`config.mk`:
```
export PLATFORM = sky130hd
export DESIGN_NAME = order_arbiter
export DESIGN_NICKNAME = d
export VERILOG_FILES = /design/src/rtl/order_arbiter.sv
export SDC_FILE = /design/constraint.sdc
export NUM_CORES = 1
export LEC_CHECK = 0
export BUFFER_PORTS_ARGS = -buffer_cell sky130_fd_sc_hd__buf_2
export CAP_MARGIN = 30
export CORE_UTILIZATION = 46
export DETAILED_ROUTE_END_ITERATION = 7
export PLACE_DENSITY = 0.88
export SYNTH_ARGS = -nofsm -noshare
export SYNTH_HDL_FRONTEND = slang
export SYNTH_SLANG_ARGS = --single-unit
```
`constraint.sdc`:
```
create_clock -name clk -period 3 [get_ports clk]
set_input_delay 0.45 -clock clk [delete_from_list [all_inputs] [get_ports clk]]
set_output_delay 0.45 -clock clk [all_outputs]
set_load 0.02 [all_outputs]
```
`src/rtl/order_arbiter.sv`:
```
`default_nettype none
// ============================================================================
//  Module   : order_arbiter
//  Purpose  : Round-robin arbiter sharing one matching-engine input among
//             N_SRC order sources. The winning {side, price} order is
//             registered into a one-deep output slot; zero-price orders are
//             consumed and counted as drops instead of being forwarded.
//  Ports    : clk, reset (sync, active-low)
//             req_valid/req_side/req_price  per-source order requests
//             req_ready                     per-source accept (one-hot or 0)
//             out_valid/out_ready           downstream handshake
//             out_side/out_price/out_src    held order and its source index
//             issued_cnt/drop_cnt           saturating 16-bit statistics
//  Revision : 1.0  initial release
// ============================================================================
module order_arbiter #(
    parameter int N_SRC   = 4,
    parameter int SRC_W   = 2,
    parameter int PRICE_W = 8
) (
    input  logic                       clk,
    input  logic                       reset,
    input  logic [N_SRC-1:0]           req_valid,
    input  logic [N_SRC-1:0]           req_side,
    input  logic [N_SRC*PRICE_W-1:0]   req_price,
    output logic [N_SRC-1:0]           req_ready,
    output logic                       out_valid,
    input  logic                       out_ready,
    output logic                       out_side,
    output logic [PRICE_W-1:0]         out_price,
    output logic [SRC_W-1:0]           out_src,
    output logic [15:0]                issued_cnt,
    output logic [15:0]                drop_cnt
);

    localparam logic [15:0] C_CNT_MAX = 16'hFFFF;

    logic                 r_out_valid;
    logic                 r_out_side;
    logic [PRICE_W-1:0]   r_out_price;
    logic [SRC_W-1:0]     r_out_src;
    logic [SRC_W-1:0]     r_rr_ptr;
    logic [15:0]          r_issued;
    logic [15:0]          r_drop;

    logic                 w_slot_free;
    logic                 w_have_win;
    logic [SRC_W-1:0]     w_win;
    logic [SRC_W-1:0]     w_rr_next;
    logic [PRICE_W-1:0]   w_price_arr [N_SRC];
    logic [PRICE_W-1:0]   w_win_price;
    logic                 w_win_side;
    logic                 w_accept;
    logic                 w_drain;
    logic [N_SRC-1:0]     w_ready;

    // Flattened price bus split into one entry per source.
    generate
        for (genvar gi = 0; gi < N_SRC; gi++) begin : g_unpack
            assign w_price_arr[gi] = req_price[gi*PRICE_W +: PRICE_W];
        end
    endgenerate

    // A held order may be replaced in the same cycle it is taken downstream.
    assign w_slot_free = !r_out_valid || out_ready;

    // Rotating priority scan starting at r_rr_ptr; the first valid hit wins.
    always_comb begin : p_winner
        int               idx;
        logic [SRC_W-1:0] idx_s;
        idx        = 0;
        idx_s      = '0;
        w_have_win = 1'b0;
        w_win      = '0;
        for (int k = 0; k < N_SRC; k++) begin
            idx = int'(r_rr_ptr) + k;
            if (idx >= N_SRC) begin
                idx = idx - N_SRC;
            end
            idx_s = SRC_W'(idx);
            if (!w_have_win && req_valid[idx_s]) begin
                w_have_win = 1'b1;
                w_win      = idx_s;
            end
        end
    end

    assign w_win_price = w_price_arr[w_win];
    assign w_win_side  = req_side[w_win];
    assign w_accept    = reset && w_have_win && w_slot_free;
    assign w_drain     = r_out_valid && out_ready;
    assign w_rr_next   = (w_win == SRC_W'(N_SRC - 1)) ? '0 : (w_win + SRC_W'(1));

    // Grant is combinational so a source sees ready in the same cycle it asks.
    always_comb begin
        w_ready = '0;
        if (w_accept) begin
            w_ready[w_win] = 1'b1;
        end
    end

    always_ff @(posedge clk) begin
        if (!reset) begin
            r_out_valid <= 1'b0;
            r_out_side  <= 1'b0;
            r_out_price <= '0;
            r_out_src   <= '0;
            r_rr_ptr    <= '0;
            r_issued    <= '0;
            r_drop      <= '0;
        end else begin
            if (w_drain && (r_issued != C_CNT_MAX)) begin
                r_issued <= r_issued + 16'd1;
            end

            if (w_accept) begin
                r_rr_ptr <= w_rr_next;
                if (w_win_price != '0) begin
                    r_out_valid <= 1'b1;
                    r_out_side  <= w_win_side;
                    r_out_price <= w_win_price;
                    r_out_src   <= w_win;
                end else begin
                    // Zero price: consumed, never forwarded.
                    if (r_drop != C_CNT_MAX) begin
                        r_drop <= r_drop + 16'd1;
                    end
                    if (w_drain) begin
                        r_out_valid <= 1'b0;
                    end
                end
            end else if (w_drain) begin
                r_out_valid <= 1'b0;
            end
        end
    end

    assign req_ready  = w_ready;
    assign out_valid  = r_out_valid;
    assign out_side   = r_out_side;
    assign out_price  = r_out_price;
    assign out_src    = r_out_src;
    assign issued_cnt = r_issued;
    assign drop_cnt   = r_drop;

endmodule
`default_nettype wire

```
==> run metrics, run 1 <==
status complete, but fails checks; failing checks negative setup slack; Clk Latency, worst-skew pair 0.30 ns; vias in the first global route 2694; Final Core Density 66.8%; initial antenna violation count 0; Sink Count 46; CP max stage delay 0.57 ns; drt total wl 8.30 mm; endpoint class of the critical path register; clk root buf clkbuf_8; Max Clock Skew 0.00995 ns; Req. time, crit path 3.15 ns; GPL Wtd Cong 0.866; synthesized net count 391; commonest non-fill, non-tap cell in the layout buf_2; diodes inserted 0; first-pass GRT wire length 12.6 mm; setup ws final -0.0635 ns; unique cell type count in the Yosys netlist 47; Worst slew margin 50.2%; final net count 497; R2R setup slack -0.06 ns; crit path max-delay cell type or4_4; Iter 0 DRT Violations 224; Max rail drop VDD 554 µV; Num CTS Buffers 5; Max Transition Viols Final 0; Crit. Startpoint r_rr_ptr[0]$_SDFFE_PN0P_; die area 6240 µm²; H-Tree Depth 2; Final ANT Viol Nets 0; WL/cell 15.9 µm; Final Hold Vio Count 0; pwr/cell area 615 nW/µm²; Rows 27; Critical Path Start Type register; Mean Syn Cell Area 7.97 µm²; fmax 0.326 GHz; CTS max path bufs 2; overall die height 79.0 µm; CTS tree yes; Post-synth EDFFs 0; R2R depth 11; critical path class reg2reg; final setup fails 2; Seq/Total Area, Yosys 33.8%; WP data arrival 3.22 ns; Vias/cell 5.88; Worst R2R End drop_cnt[8]$_SDFFE_PN0P_; share of layout cells above drive strength 1 36.3%; Synth Cell Area 2730 µm²; pin count of the biggest net entering global routing 25; # port buffers 90; Most used DFF post-synth dfxtp_1; Max Cap Violations 0; GRT Overall Usage 25.9%; # hold bufs at CTS 0; grt total ovfl 0; DR vias 3064; Final min period 3.06 ns; total power 2.31 mW; final worst-path cycle share 102%; floorplan core area 5610 µm²; RSZ-0062 raised after global routing yes; I/O Pins 91; Initial Util 48.6%; Die Width 79.0 µm; Ys Warns 0; Critical Path Sink drop_cnt[8]$_SDFFE_PN0P_; dpl cells 509; commonest cells after routing, fill and taps aside buf_2 (90), dfxtp_1 (44), nand2_1 (35); Tightest Pin Transition 0.746 ns; ys async rst share 0%; critical-path cell list nor2b_4, a311oi_4, or2_1, buf_12, a211oi_4, o22ai_2, or4_4, buf_8, buf_4, o31ai_1, a21oi_2; reg2reg start r_rr_ptr[0]$_SDFFE_PN0P_; final cell count without fillers 521; number of synthesized register bits 46; Critical Path Fanout Max 22; Hold Crit Class reg2reg; DRC violations left 0; TritonRoute pass-1 iters 5; Synth Instances 342; Clock transition at path regs 0.09 ns; Area growth syn-to-layout 37.6%; post-detail-place hpwl 5.50 mm; Static Leak 1.57 nW
## state kept, by name (all words and copies together) (netlist names)
name	cells
drop_cnt	16
issued_cnt	16
out_price	8
out_side	1
out_src	2
out_valid	1
r_rr_ptr	2
## where the power goes
part / internal, mW / switching, mW / leakage [nW] / total, mW
logic: 0.478 / 0.649 / 1.14 / 1.13
registers: 0.669 / 0.0499 / 0.374 / 0.719
clock network: 0.249 / 0.212 / 0.0514 / 0.460
## worst min-delay path by stage
| stage | start | to | slack [ns] | cells past startpoint |
|---|---|---|---|---|
| after detailed placement | out_src[0]$_SDFFE_PN0P_ | out_src[0]$_SDFFE_PN0P_ | 0.46 | 2 |
| after global placement | out_src[0]$_SDFFE_PN0P_ | out_src[0]$_SDFFE_PN0P_ | 0.45 | 2 |
| after global routing | out_price[7]$_SDFFE_PN0P_ | out_price[7]$_SDFFE_PN0P_ | 0.51 | 2 |
| after floorplan | out_side$_SDFFE_PN0P_ | out_side$_SDFFE_PN0P_ | 0.54 | 2 |
| after CTS | out_src[0]$_SDFFE_PN0P_ | out_src[0]$_SDFFE_PN0P_ | 0.47 | 2 |
| final | out_src[0]$_SDFFE_PN0P_ | out_src[0]$_SDFFE_PN0P_ | 0.46 | 2 |
## cell type report
cell class,instances,area (µm²)
inverters,9,36.3
well taps,72,90.1
repair buffers,121,703
multi-input cells,265,1880
clock buffers,6,72.6
clock inverters,2,37.5
fillers,471,1860
flip-flops and latches,46,926
## kinds of logic after synthesis
group / share of synthesized area [%]
AND/OR/NAND/NOR: 31.5
buffers and inverters: 5.65
XOR/XNOR: 2.89
AO/OA/AOI/OAI: 19.3
multiplexers: 4.04
adder cells (fa/ha/maj): 2.75
flip-flops: 33.8
## through the flow
stage          setup slack (ns)  hold slack [ns]  setup TNS, ns  area (µm²)
6_report                -0.0635            0.465        -0.0768        3750
5_1_grt                  -0.115            0.507         -0.206        3750
4_1_cts                0.000799            0.471              0        3600
3_5_place_dp             -0.382            0.459          -4.57        3380
3_3_place_gp             -0.313            0.446          -3.17        3380
2_1_floorplan            0.0803            0.536              0        2730
## synth_stat cells, types with 10 or more instances
master | number | area share (%)
clkbuf_1 | 14 | 1.9
a211oi_1 | 16 | 4.4
nand2b_1 | 10 | 2.3
nand2_1 | 35 | 4.8
nor3b_1 | 16 | 4.4
nand3_1 | 18 | 3.3
dfxtp_1 | 46 | 34
mux2i_1 | 11 | 4.0
o21ai_0 | 18 | 3.3
a21oi_1 | 19 | 3.5
nor2_1 | 24 | 3.3
## routing by layer
layer	track usage (%)	vias to the layer above	wire, µm
met5	0	-	0
met4	12.5	0	258
met3	4.94	23	519
met2	44.4	164	4200
met1	30.9	1431	3320
li1	-	1446	-
## repair_timing
item / CTS / global route
gates resized for setup: 19 / 24
buffers inserted: 1 / 1
cloned: 1 / 1
hold endpoints to repair: 0 / 0
pin swaps: 3 / 7
setup endpoints to repair: 21 / 12
## worst max-delay path: cells and delay by family (launching register included)
kind,cells,cell delay [ns]
buf+inv,3,0.52
compound gates,5,0.97
simple gates,3,1.06
flops,1,0.35
Power figures use the tool's default switching activity.
==> run 2: changes to the inputs <==
--- a/config.mk
+++ b/config.mk
@@ -10,6 +10,7 @@
 export CORE_UTILIZATION = 46
 export DETAILED_ROUTE_END_ITERATION = 7
 export PLACE_DENSITY = 0.88
+export RECOVER_POWER = 50
 export SYNTH_ARGS = -nofsm -noshare
 export SYNTH_HDL_FRONTEND = slang
 export SYNTH_SLANG_ARGS = --single-unit
==> run metrics, run 2 (synthesis gave the netlist of run 1 again) <==
endpoint class of the critical path register; commonest non-fill, non-tap cell in the layout buf_2; critical path class reg2reg; CP max stage delay 0.56 ns; crit path max-delay cell type or4_4; Final Hold Vio Count 0; GRT Overall Usage 25.9%; met1 wire length 3.34 mm; Num CTS Buffers 5; Hold Crit Class reg2reg; drt total wl 8.30 mm; Max rail drop VDD 554 µV; setup ws final -0.0586 ns; grt total ovfl 0; Rows 27; final net count 497; failing checks negative setup slack; WP data arrival 3.21 ns; Post-DP Area 3380 µm²; Initial Util 48.6%; diodes inserted 0; Clk Latency, worst-skew pair 0.30 ns; RSZ-0062 raised after global routing yes; Hold Crit Depth 2; Static Leak 1.38 nW; total power 2.30 mW; I/O Pins 91; initial antenna violation count 0; Sink Count 46; Final min period 3.06 ns; DRC violations left 0; Tightest Pin Transition 0.737 ns; final setup fails 2; first-pass GRT wire length 12.6 mm; pwr/cell area 622 nW/µm²; Die Width 79.0 µm; top layer in use met4; WL/cell 15.9 µm; Req. time, crit path 3.15 ns; share of layout cells above drive strength 1 26.5%; pin count of the biggest net entering global routing 25; Area growth syn-to-layout 35.5%; GPL Wtd Cong 0.866; CTS max path bufs 2; fmax 0.327 GHz; Final Core Density 65.9%; met3 WL 525 µm; R2R depth 11; H-Tree Depth 2; Iter 0 DRT Violations 212; Max Clock Skew 0.00989 ns; Final ANT Viol Nets 0; DR vias 3056; commonest cells after routing, fill and taps aside buf_2 (46), clkbuf_1 (45), dfxtp_1 (44); overall die height 79.0 µm; Clock transition at path regs 0.09 ns; critical-path cell list nor2b_4, a311oi_4, or2_1, buf_12, a211oi_4, o22ai_2, or4_4, buf_8, buf_4, o31ai_1, a21oi_2; clk root buf clkbuf_8; post-detail-place hpwl 5.50 mm; final worst-path cycle share 102%; Hold Slack 0.468 ns; Vias/cell 5.87; Worst slew margin 50.8%; status complete, but fails checks; vias in the first global route 2694; die area 6240 µm²; # port buffers 90; Max Transition Viols Final 0; Max Cap Violations 0; TritonRoute pass-1 iters 5; floorplan core area 5610 µm²; post-route cell area 3690 µm²; metal2 WL 4.18 mm; CTS tree yes; Critical Path Start Type register; Critical Path Fanout Max 22
## run 2: per-layer routing
layer / global-route usage (%) / vias to the layer above
li1: - / 1449
met1: 30.9 / 1427
met2: 44.4 / 156
met3: 4.94 / 24
met4: 12.5 / 0
met5: 0 / -
## run 2: what timing repair did
item / CTS / global route
pin swaps: 3 / 7
resized for setup: 19 / 24
hold buffers: 0 / 0
buffers inserted: 1 / 1
cloned: 1 / 1
setup endpoints to repair: 21 / 12
## run 2: where the power goes
group          total (mW)  switching (mW)  leakage, nW  internal (mW)
Clock               0.460           0.212       0.0514          0.249
Sequential          0.720          0.0513        0.374          0.669
Combinational        1.12           0.648        0.955          0.467
Total                2.30           0.911         1.38           1.39
## run 2: path summary, 6_finish.rpt
path	from	to	slack (ns)
max	r_rr_ptr[0]$_SDFFE_PN0P_	drop_cnt[8]$_SDFFE_PN0P_	-0.06
min	out_src[0]$_SDFFE_PN0P_	out_src[0]$_SDFFE_PN0P_	0.47
min reg2reg	out_src[0]$_SDFFE_PN0P_	out_src[0]$_SDFFE_PN0P_	0.47
max reg2reg	r_rr_ptr[0]$_SDFFE_PN0P_	drop_cnt[8]$_SDFFE_PN0P_	-0.06
## run 2: worst max-delay path, delay by kind of cell, from the launching register on
kind | cells | cell delay, ns
AOI/OAI and AO/OA | 5 | 0.95
DFF | 1 | 0.35
and+or+nand+nor | 3 | 1.05
buffers and inverters | 3 | 0.52
## run 2: stage by stage
stage | setup TNS [ns] | setup slack [ns] | cells
floorplan | 0 | 0.0803 | 342
global placement | -3.17 | -0.313 | 509
detailed placement | -4.57 | -0.382 | 509
CTS | 0 | 0.000799 | 519
global route | -0.206 | -0.115 | 521
finish | -0.0614 | -0.0586 | 521
## run 2: final cells by class
class                           count  area, µm²
Fill cell                         489       1910
Inverter                            9       36.3
Multi-Input combinational cell    265       1880
Clock buffer                        6       72.6
Clock inverter                      2       37.5
Tap cell                           72       90.1
Timing Repair Buffer              121        648
Sequential cell                    46        926
==> run 3: changes to the inputs <==
--- a/config.mk
+++ b/config.mk
@@ -11,6 +11,7 @@
 export DETAILED_ROUTE_END_ITERATION = 7
 export PLACE_DENSITY = 0.88
 export RECOVER_POWER = 50
+export SKIP_CTS_REPAIR_TIMING = 1
 export SYNTH_ARGS = -nofsm -noshare
 export SYNTH_HDL_FRONTEND = slang
 export SYNTH_SLANG_ARGS = --single-unit
==> run metrics, run 3 (synthesis gave the netlist of run 1 again) <==
RSZ-0062 raised after global routing yes; GRT Overall Usage 23.6%; Max Clock Skew 0.0105 ns; drt total wl 8.60 mm; Initial Util 48.6%; Final ANT Viol Nets 0; commonest cells after routing, fill and taps aside buf_2 (46), clkbuf_1 (45), dfxtp_1 (44); grt met3 use 4.25%; Vias/cell 5.85; failing checks negative setup slack; Max Transition Viols Final 0; commonest non-fill, non-tap cell in the layout buf_2; Max rail drop VDD 425 µV; die area 6240 µm²; # port buffers 90; fmax 0.324 GHz; Area growth syn-to-layout 36.6%; Worst slew margin 49.3%; I/O Pins 91; GR Util met2 41.1%; H-Tree Depth 2; dpl cells 509; final net count 498; Static Leak 1.40 nW; diodes inserted 0; GR Util met1 28.6%; GPL Wtd Cong 0.866; Iter 0 DRT Violations 213; CTS max path bufs 2; first-pass GRT wire length 11.6 mm; TritonRoute pass-1 iters 5; WL/cell 16.5 µm; CP max stage delay 0.53 ns; final cell count without fillers 522; endpoint class of the critical path register; pwr/cell area 630 nW/µm²; Num CTS Buffers 5; Die Width 79.0 µm; Clk Latency, worst-skew pair 0.30 ns; floorplan core area 5610 µm²; pin count of the biggest net entering global routing 25; share of layout cells above drive strength 1 27.1%; initial antenna violation count 0; Critical Path Fanout Max 22; vias in the first global route 2529; Rows 27; Req. time, crit path 3.22 ns; critical-path cell list nand2_4, a311oi_4, buf_4, nor3b_1, a211oi_2, o22ai_1, or4_4, buf_12, or4_1, a21oi_2; worst slack, placed -0.382 ns; crit path max-delay cell type or4_4; Clock transition at path regs 0.09 ns; grt total ovfl 0; DRC violations left 0; Tightest Pin Transition 0.759 ns; Final Hold Vio Count 0; setup ws final -0.0878 ns; total power 2.35 mW; WP data arrival 3.31 ns; Max Cap Violations 0; status complete, but fails checks; Final min period 3.09 ns; final worst-path cycle share 103%; DR vias 3055; overall die height 79.0 µm; critical path class reg2reg; CTS tree yes; Sink Count 46; clk root buf clkbuf_8; GRT busiest layer met2; Hold Crit Class reg2reg; Critical Path Start Type register; final setup fails 2; post-detail-place hpwl 5.50 mm
-- run 3: power breakdown --
group | switching, mW | internal [mW] | leakage (nW)
clock | 0.210 | 0.249 | 0.0514
sequential | 0.0508 | 0.669 | 0.374
combinational | 0.669 | 0.497 | 0.972
total | 0.930 | 1.42 | 1.40
-- run 3: path summary, 6_finish.rpt --
path | slack (ns) | endpoint | start | depth (start not counted)
setup / recovery | -0.09 | drop_cnt[8]$_SDFFE_PN0P_ | r_rr_ptr[1]$_SDFFE_PN0P_ | 10
hold / removal | 0.47 | out_src[0]$_SDFFE_PN0P_ | out_src[0]$_SDFFE_PN0P_ | 2
setup reg to reg | -0.09 | drop_cnt[8]$_SDFFE_PN0P_ | r_rr_ptr[1]$_SDFFE_PN0P_ | 10
hold reg to reg | 0.47 | out_src[0]$_SDFFE_PN0P_ | out_src[0]$_SDFFE_PN0P_ | 2
-- run 3: layout make-up --
cell class | count | area [µm²]
Clock buffer | 6 | 72.6
Clock inverter | 2 | 37.5
Fill cell | 484 | 1880
Inverter | 9 | 36.3
Multi-Input combinational cell | 265 | 1880
Sequential cell | 46 | 926
Tap cell | 72 | 90.1
Timing Repair Buffer | 122 | 678
-- run 3: per-layer routing --
metal | share of wire (%) | wire length [µm]
met5 | 0 | 0
met3 | 6.0 | 512
met1 | 40 | 3410
met4 | 2.7 | 235
met2 | 52 | 4440
-- run 3: critical path: cells and delay by family, from the launching register on --
family                 cells  cell delay, ns
AO/OA/AOI/OAI              4            1.04
flip-flops                 1            0.41
AND/OR/NAND/NOR            4            1.18
buffers and inverters      2            0.37
-- run 3: per-stage QoR --
step                TNS [ns]  hold slack [ns]  utilization, %  area [µm²]
finish                -0.138            0.470            66.4        3720
global route          -0.541            0.510            66.4        3720
CTS                    -3.68            0.471            62.2        3490
detailed placement     -4.57            0.459            60.2        3380
global placement       -3.17            0.446            60.2        3380
floorplan                  0            0.536               -        2730
